$ cat src/rtl/mosby_bus_pkg.sv
// Shared definitions for the CPU bus responder: FSM encoding, page numbers and the error read value.
package mosby_bus_pkg;

    typedef enum logic [1:0] {
        ST_IDLE = 2'd0,
        ST_INT  = 2'd1,
        ST_EXT  = 2'd2,
        ST_DONE = 2'd3
    } state_t;

    localparam logic [7:0] ZERO_PAGE  = 8'h00;
    localparam logic [7:0] STACK_PAGE = 8'h01;
    localparam logic [7:0] RDATA_ERR  = 8'hFF;

    // Zero page and stack page live in the internal RAM; everything else goes off-chip.
    function automatic logic is_internal(input logic [15:0] addr);
        return (addr[15:8] == ZERO_PAGE) || (addr[15:8] == STACK_PAGE);
    endfunction

endpackage

$ cat src/rtl/resp_ram.sv
// 512x8 single-port synchronous RAM backing the zero page and stack page.
module resp_ram (
    input  logic       clk_1,
    input  logic       we,
    input  logic [8:0] addr,
    input  logic [7:0] din,
    output logic [7:0] dout
);

    logic [7:0] mem [512];

    // NOTE: no reset on the array or its read port, so this maps onto a RAM macro rather than flops.
    always_ff @(posedge clk_1) begin
        if (we) begin
            mem[addr] <= din;
        end
        dout <= mem[addr];
    end

endmodule

$ cat src/rtl/bus_responder.sv
// Target end of the CPU address/data bus: zero/stack pages from internal RAM,
// all other addresses via a req/ack external port guarded by a timeout.
module bus_responder
    import mosby_bus_pkg::*;
#(
    parameter int unsigned INT_WAIT = 1,
    parameter int unsigned TIMEOUT  = 16
) (
    input  logic        clk_1,
    input  logic        rst,
    input  logic        req,
    input  logic        rw,
    input  logic [15:0] address,
    input  logic [7:0]  wdata,
    output logic [7:0]  rdata,
    output logic        rdy,
    output logic        ext_req,
    output logic        ext_rw,
    output logic [15:0] ext_addr,
    output logic [7:0]  ext_wdata,
    input  logic        ext_ack,
    input  logic [7:0]  ext_rdata,
    output logic        bus_err
);

    state_t      state, state_next;
    logic [7:0]  cnt, cnt_next;
    logic [7:0]  rdata_next;
    logic        rdy_next, ext_req_next, ext_rw_next, bus_err_next;
    logic [15:0] ext_addr_next;
    logic [7:0]  ext_wdata_next;
    logic        ram_we;
    logic [8:0]  ram_addr;
    logic [7:0]  ram_dout;

    // The RAM reads the live address while idle so read data is ready for a zero-wait access.
    assign ram_addr = (state == ST_IDLE) ? address[8:0] : ext_addr[8:0];

    resp_ram u_ram (
        .clk_1 (clk_1),
        .we    (ram_we),
        .addr  (ram_addr),
        .din   (ext_wdata),
        .dout  (ram_dout)
    );

    always_ff @(posedge clk_1 or negedge rst) begin
        if (!rst) begin
            state     <= ST_IDLE;
            cnt       <= '0;
            rdata     <= 8'h00;
            rdy       <= 1'b0;
            ext_req   <= 1'b0;
            ext_rw    <= 1'b1;
            ext_addr  <= 16'h0000;
            ext_wdata <= 8'h00;
            bus_err   <= 1'b0;
        end else begin
            state     <= state_next;
            cnt       <= cnt_next;
            rdata     <= rdata_next;
            rdy       <= rdy_next;
            ext_req   <= ext_req_next;
            ext_rw    <= ext_rw_next;
            ext_addr  <= ext_addr_next;
            ext_wdata <= ext_wdata_next;
            bus_err   <= bus_err_next;
        end
    end

    always_comb begin
        // NOTE: every signal gets a default first, so no path through the case can infer a latch.
        state_next     = state;
        cnt_next       = cnt;
        rdata_next     = rdata;
        rdy_next       = 1'b0;
        ext_req_next   = ext_req;
        ext_rw_next    = ext_rw;
        ext_addr_next  = ext_addr;
        ext_wdata_next = ext_wdata;
        bus_err_next   = bus_err;
        ram_we         = 1'b0;

        case (state)
            ST_IDLE: begin
                if (req) begin
                    ext_addr_next  = address;
                    ext_rw_next    = rw;
                    ext_wdata_next = wdata;
                    if (is_internal(address)) begin
                        state_next = ST_INT;
                        cnt_next   = 8'(INT_WAIT);
                    end else begin
                        state_next   = ST_EXT;
                        ext_req_next = 1'b1;
                        cnt_next     = 8'(TIMEOUT - 1);
                    end
                end
            end
            ST_INT: begin
                if (cnt != 8'd0) begin
                    cnt_next = cnt - 8'd1;
                end else begin
                    if (ext_rw) rdata_next = ram_dout;
                    else        ram_we     = 1'b1;
                    state_next = ST_DONE;
                    rdy_next   = 1'b1;
                end
            end
            ST_EXT: begin
                // An ack on the expiry edge takes priority over the timeout.
                if (ext_ack) begin
                    if (ext_rw) rdata_next = ext_rdata;
                    ext_req_next = 1'b0;
                    state_next   = ST_DONE;
                    rdy_next     = 1'b1;
                end else if (cnt == 8'd0) begin
                    if (ext_rw) rdata_next = RDATA_ERR;
                    bus_err_next = 1'b1;
                    ext_req_next = 1'b0;
                    state_next   = ST_DONE;
                    rdy_next     = 1'b1;
                end else begin
                    cnt_next = cnt - 8'd1;
                end
            end
            ST_DONE: begin
                state_next = ST_IDLE;
            end
            default: begin
                state_next = ST_IDLE;
            end
        endcase
    end

endmodule

$ cat config.mk
export PLATFORM = sky130hd
export DESIGN_NAME = bus_responder
export DESIGN_NICKNAME = d
export VERILOG_FILES = /design/src/rtl/mosby_bus_pkg.sv /design/src/rtl/resp_ram.sv /design/src/rtl/bus_responder.sv
export SDC_FILE = /design/constraint.sdc
export NUM_CORES = 2
export LEC_CHECK = 0
export BUFFER_PORTS_ARGS = -buffer_cell sky130_fd_sc_hd__buf_2
export CAP_MARGIN = 20
export CORE_UTILIZATION = 50
export CTS_CLUSTER_DIAMETER = 50
export DETAILED_ROUTE_END_ITERATION = 10
export MAX_ROUTING_LAYER = met4
export PLACE_DENSITY = 0.65
export SLEW_MARGIN = 40
export SYNTH_ARGS = -nofsm -noshare
export SYNTH_HDL_FRONTEND = slang
export SYNTH_SLANG_ARGS = --single-unit
$ cat constraint.sdc
create_clock -name clk_1 -period 12.8 [get_ports clk_1]
set_input_delay 1.92 -clock clk_1 [delete_from_list [all_inputs] [get_ports clk_1]]
set_output_delay 1.92 -clock clk_1 [all_outputs]
set_load 0.02 [all_outputs]
Word-level counts from Yosys, hierarchy flattened
Memory sizes are Yosys's and may differ from the RTL's. A register that Yosys moved wholly into a read port is not among the register bits.
Index checks and enable logic that the tools add are counted.
{"block": "totals", "regBits": 46, "mem_bits_rw": 4096, "in_bits": 37, "output_inout_bits": 36, "word_cells": 74, "mem_count": 1}
{"block": "classes", "n_addsub": 1, "eq_ne": 14, "muxes": 34, "bitwise": 1, "reduce_logical": 14}
{"memory": "u_ram.mem", "depth": 512, "width": 8, "rd": 1, "rd_clocked_by_memory_dff": 1, "write_ports": 1, "line_no": "resp_ram.sv:10", "text": "logic [7:0] mem [512];"}
{"operator": "2-to-1 mux 8 bit", "count": 10}
{"operator": "case mux 8 bit (3 select lines)", "count": 1}
{"operator": "logical NOT 8 bit", "count": 2}
{"operator": "case mux 8 bit (2 select lines)", "count": 1}
{"operator": "inequality test 2 bit, second input constant", "count": 7}
{"operator": "2-to-1 mux 1 bit", "count": 12}
{"operator": "2-to-1 mux 2 bit", "count": 5}
{"operator": "2-to-1 mux 9 bit", "count": 1}
{"operator": "inequality test 3 bit, second input constant", "count": 3}
{"operator": "equality test 8 x 1 -> 1 bit, second input constant", "count": 1}
{"operator": "case mux 2 bit (4 select lines)", "count": 1}
{"operator": "nonzero test 8 bit", "count": 1}
{"operator": "subtractor 8 x 1 -> 8 bit, second input constant", "count": 1}
{"operator": "AND reduction 3 bit", "count": 2}
{"operator": "AND reduction 6 bit", "count": 1}
{"operator": "AND reduction 5 bit", "count": 1}
{"operator": "equality test 2 bit, second input constant", "count": 2}
{"operator": "2-to-1 mux 4 bit", "count": 1}
{"operator": "case mux 1 bit (2 select lines)", "count": 2}
{"operator": "AND reduction 4 bit", "count": 1}
{"operator": "nonzero test 2 bit", "count": 2}
{"operator": "nonzero test 3 bit", "count": 1}
{"operator": "equality test 2 x 1 -> 1 bit, second input constant", "count": 1}
{"operator": "logical NOT 2 bit", "count": 1}
{"operator": "3 further kinds", "count": 3}

Longest topological paths before layout
{"block": "depth", "word_depth": 5, "mapped_depth": 15, "depth_no_buf": 10}

Cells and area by module
From an unflattened synthesis, not the netlist that was laid out.
{"block": "unflattened", "hier_cells": 7775, "hier_area_um2": 160701.6}
{"mod": "resp_ram", "instances": 1, "cells_each": 7575, "area_each_um2": 158359.4, "seq_area_each_um2": 123158.1}
{"mod": "bus_responder", "instances": 1, "cells_each": 200, "area_each_um2": 2342.2, "seq_area_each_um2": 1152.4}

Least setup slack after synthesis
No wires, ideal clock.
{"block": "synth_timing", "kind": "register to output", "from": "reg ext_wdata[0]", "to": "out ext_wdata[0]", "arrival_ps": 6180, "required_ps": 10880, "slack_ps": 4700, "stages_incl_launch_ff": 1, "path_buffers": 0, "path_cell_list": "dfrtp_1"}
{"item": "start: declaration", "line_no": "bus_responder.sv:20", "text": "output logic [7:0] ext_wdata,"}
{"item": "start signal: assignment", "line_no": "bus_responder.sv:66", "text": "ext_wdata <= ext_wdata_next;"}
No word-level cell between the ends.

Worst setup path in the final report
{"block": "layout_timing", "from": "reg state[0]", "to": "reg u_ram.dout[0] (read register of u_ram.mem)"}
{"block": "layout_between", "elab_chain_len": 2}
{"item": "start: declaration", "line_no": "bus_responder.sv:26", "text": "state_t state, state_next;"}
{"item": "start signal: assignment", "line_no": "bus_responder.sv:59", "text": "state <= state_next;"}
{"item": "logical NOT 2 bit", "line_no": "bus_responder.sv:37", "text": "assign ram_addr = (state == ST_IDLE) ? address[8:0] : ext_addr[8:0];"}
{"item": "2-to-1 mux 9 bit", "line_no": "bus_responder.sv:37"}
{"item": "end: declaration", "line_no": "resp_ram.sv:7", "text": "output logic [7:0] dout"}
No other way between the ends.
A chain may end at the register's enable or synchronous reset.

==> impl.org <==
** Run status
- Outcome :: finished, final reports clean

** Power and ir drop
- The completed layout was analyzed and its total power is 44.1 mW.
- Leak pwr :: 61.6 nW
- The internal portion of the total power is 28.8 mW.
- Worst IR drop on VDD :: 0.000224 V
- Switching power summed over all nets :: 15.4 mW
- The share of total power dissipated in combinational logic is 0.322.
- Share of total power in the clock network :: 0.286
- Of the total power, registers draw 0.392.
- Sw Ratio :: 0.348
- Power spread over the standard cell area amounts to 244 mW/mm2.

** CTS
- After clock tree synthesis, the clock-pin slew on the worst setup and hold paths is 60 ps.
- Hold buffer count at cts :: 0
- The clock passes through at most 4 buffers.
- In this run the clock root is driven by a sky130_fd_sc_hd__clkbuf_16.
- The later pin in the worst-skew pair is clocked with a latency of 980 ps.
- The H-tree was split into 5 levels.
- Buffers inserted by post-CTS timing repair :: 0
- Number of clock sinks seen by CTS :: 4150
- CTS tree :: built
- Buffers inserted during clock tree synthesis total 440.
- Post_cts resized :: 0

** Worst setup path
- Worst path slowest cell :: sky130_fd_sc_hd__o21ai_0
- Tracing the worst setup path back leads to its startpoint at state[0].
- Classification of the worst setup path :: reg2reg
- In this run the critical register-to-register path is launched from state[0].
- On the worst path, the slowest cell contributes a delay of 820 ps.
- Worst path arrival time :: 7480 ps
- Data required, critical path :: 13610 ps
- The signal on the critical path passes through inv_1 > ha_2 > mux2i_4 > buf_6 > buf_12 > buf_12 > buf_16 > buf_4 > mux2i_1 > o22ai_1 > nor4_1 > o22ai_1 > o21ai_0 > nand4_1.
- Family of cells with the greatest summed delay on the critical path :: buffers and inverters
- Register-to-register setup slack :: 6120 ps
- The worst setup path is captured at a register.
- The worst setup path is launched from a register.
- Largest fanout on the critical path :: 89
- Together, buffers and inverters on the worst path number 6.

** STA
- For this run, the top clock speed supported by timing is 150 MHz.
- Setup-failing EPs final :: 0
- Setup repair after global routing left no endpoint under its margin.
- Final slew viol count :: 0
- Hold_ws :: 459 ps
- In this run the tightest slew margin relative to its limit is 0.319.
- Dividing the final minimum period by the clock period gives 0.522.
- Min Clock Period, post-route :: 6680 ps
- At the pin with the least slew margin, the transition time is 1020 ps.
- Clock skew on the completed layout was measured at 62.2 ps.
- The number of hold-slack violations in the final timing report came to 0.
- Setup TNS :: 0 ps

** Final layout
- Fraction of layout cells with a size suffix above 1 :: 0.125
- Fill cell total of the finished layout :: 23600
- From synthesis to final layout, the design area changed by 12.6%.
- The top cell types in the final layout, fill and taps aside, are sky130_fd_sc_hd__edfxtp_1, sky130_fd_sc_hd__mux2i_1, sky130_fd_sc_hd__o22ai_1.
- After routing the design area is 0.181 mm2.
- Area of combinational cells with multiple inputs :: 0.0341 mm2
- The library cell used most frequently in the layout, excluding fill and tap cells, is sky130_fd_sc_hd__edfxtp_1.
- Final Net Count :: 9154
- Register area :: 0.124 mm2

** GRT
- Pin count of the biggest net entering global routing :: 173
- Summed over all layers, the global routing overflow is 0.
- Vias in the first global route :: 83300
- Number of antenna violations at the first check in global routing :: 32
- Global-route wire length before repair :: 598000 um
- In the global route stage, overall resource usage came out at 0.262.

** Yosys
- The most used flip-flop cell after synthesis is sky130_fd_sc_hd__edfxtp_1.
- Yosys warning total :: 0
- Share of synthesized area occupied by flip-flops and latches :: 0.774
- Synthesis produced a netlist whose cell count is 8975.
- Netlist area before placement :: 0.161 mm2
- In this run, synthesis produced a sequential element count of 4150.
- Count of unique library cells instantiated by Yosys :: 52
- Asr flop ratio synth :: 0.0111
- Mapped Avg Cell Area :: 17.9 um2
- Synthesis produced a netlist with a net count of 9018.
- Number of enable-type register cells in the synthesized netlist :: 4096

** Min path
- Kind of path behind the tightest hold check :: reg2reg
- The worst hold path begins at bus_err.

** Place
- During placement, the flow inserted port buffers numbering 72.
- Once detailed placement completed, the half-perimeter wirelength came to 245000 um.
- At the end of routability-driven placement, the weighted congestion stood at 0.844.
- Cell Area, Placed :: 0.166 mm2

** Die
- In this run the vertical extent of the chip is 569 um.
- Row generation in the floorplan step produced 207 rows.
- Initial core utilization :: 0.504
- DIE AREA :: 0.324 mm2
- In this run the standard cell core region covers 0.319 mm2.
- Die width :: 569 um
- Ports :: 73

** Detailed routing
- Wires add up to 421000 um.
- The detailed router put a total of 171000 um of wire on met1.
- Once detail routing completed, the nets flagged for antenna violations numbered 0.
- Sum of met3 wire segment lengths after detailed routing :: 37800 um
- In the routed design, unresolved DRC markers number 0.
- Length of the first detailed-routing pass in iterations :: 6
- Violation count after the first detailed-routing iteration :: 10700
- Wire length on met2 :: 198000 um
- Count of vias placed by the detailed router :: 85600
- After detailed routing, no signal wire sits above met4.
- Using the TritonRoute via totals, the vias-per-cell ratio works out to 6.21.
- Wirelength per Cell :: 30.5 um

** Flow run
- Number of maximum-capacitance violations :: 0
## final cells by class
cell class	count	share of cell area
sequential	4150	0.687
multi-input combinational	4236	0.189
clock buffer	534	0.0638
tap	4284	0.0296
clock inverter	283	0.0158
timing repair buffer	273	0.0142
antenna	18	0.000249
inverter	10	0.000208
## flip-flops by register name, indices dropped and copies added, names as in the netlist
signal and flops:
u_ram.mem 4096, ext_addr 16, cnt 8, ext_wdata 8, rdata 8, u_ram.dout 8
state 2, bus_err 1, ext_req 1, ext_rw 1, rdy 1
## per-stage QoR
stage / setup slack, ps / cells / util
global placement: 4880 / 12900 / 0.519
CTS: 6180 / 13800 / 0.566
global route: 5980 / 13800 / 0.567
finish: 6120 / 13800 / 0.567
floorplan: 4700 / 8975 / -
detailed placement: 5350 / 12900 / 0.520
## power by group through the flow
stage / registers [mW] / logic [mW] / clock network (mW)
2_1_floorplan: 19.5 / 7.80 / 0
3_3_place_gp: 17.6 / 13.6 / 0
3_5_place_dp: 17.6 / 14.0 / 0
4_1_cts: 17.3 / 14.0 / 12.7
5_1_grt: 17.3 / 14.7 / 13.3
6_report: 17.3 / 14.2 / 12.6
## cell families after synthesis
group                    after synthesis  synth area share
flip-flops                          4150             0.774
adder cells (fa/ha/maj)                6          0.000467
buffers and inverters                589            0.0193
multiplexers                        2081             0.130
AO/OA/AOI/OAI                       1314            0.0534
AND/OR/NAND/NOR                      835            0.0232
## metal layers
metal	vias to the layer above	GRT usage
met3	709	0.0416
met5	-	-
met4	0	0.0878
met2	4153	0.403
met1	44100	0.359
li1	36700	-
## final timing paths
| check | depth (start not counted) | to |
|---|---|---|
| hold / removal | 1 | bus_err |
| min in group asynchronous | 2 | ext_addr[8] |
| setup / recovery | 14 | u_ram.dout[0] |
| setup reg to reg | 14 | u_ram.dout[0] |
| max in group asynchronous | 3 | ext_rw |
| hold reg to reg | 1 | bus_err |
## synth_stat cells (4+ instances only)
master                     count  area (um2)
sky130_fd_sc_hd__o41ai_1      89         780
sky130_fd_sc_hd__buf_6        35         394
sky130_fd_sc_hd__o21ai_2       6        52.6
sky130_fd_sc_hd__nor3_1       34         170
sky130_fd_sc_hd__nand4_1      31         194
sky130_fd_sc_hd__and4_1        7        61.3
sky130_fd_sc_hd__a21oi_1       4        20.0
sky130_fd_sc_hd__dfrtp_1      45        1130
sky130_fd_sc_hd__o22ai_1    1054        6590
sky130_fd_sc_hd__buf_4        79         593
sky130_fd_sc_hd__o21ai_1       7        35.0
sky130_fd_sc_hd__nor4_1      142         888
sky130_fd_sc_hd__inv_1        10        37.5
sky130_fd_sc_hd__mux2i_1    2054       20600
sky130_fd_sc_hd__o22a_1       31         272
sky130_fd_sc_hd__o221ai_1     35         307
sky130_fd_sc_hd__a22oi_1      12        90.1
sky130_fd_sc_hd__buf_1        20        75.1
sky130_fd_sc_hd__or2_2         4        25.0
sky130_fd_sc_hd__o21ai_0      58         290
sky130_fd_sc_hd__dfxtp_1       8         160
sky130_fd_sc_hd__clkbuf_1    179         672
sky130_fd_sc_hd__ha_1          6        75.1
sky130_fd_sc_hd__buf_2       266        1330
sky130_fd_sc_hd__nor2_1      528        1980
sky130_fd_sc_hd__nand2_1      68         255
sky130_fd_sc_hd__edfxtp_1   4096      123000
sky130_fd_sc_hd__mux2_2       27         304
(Power assumes the default switching activity.)
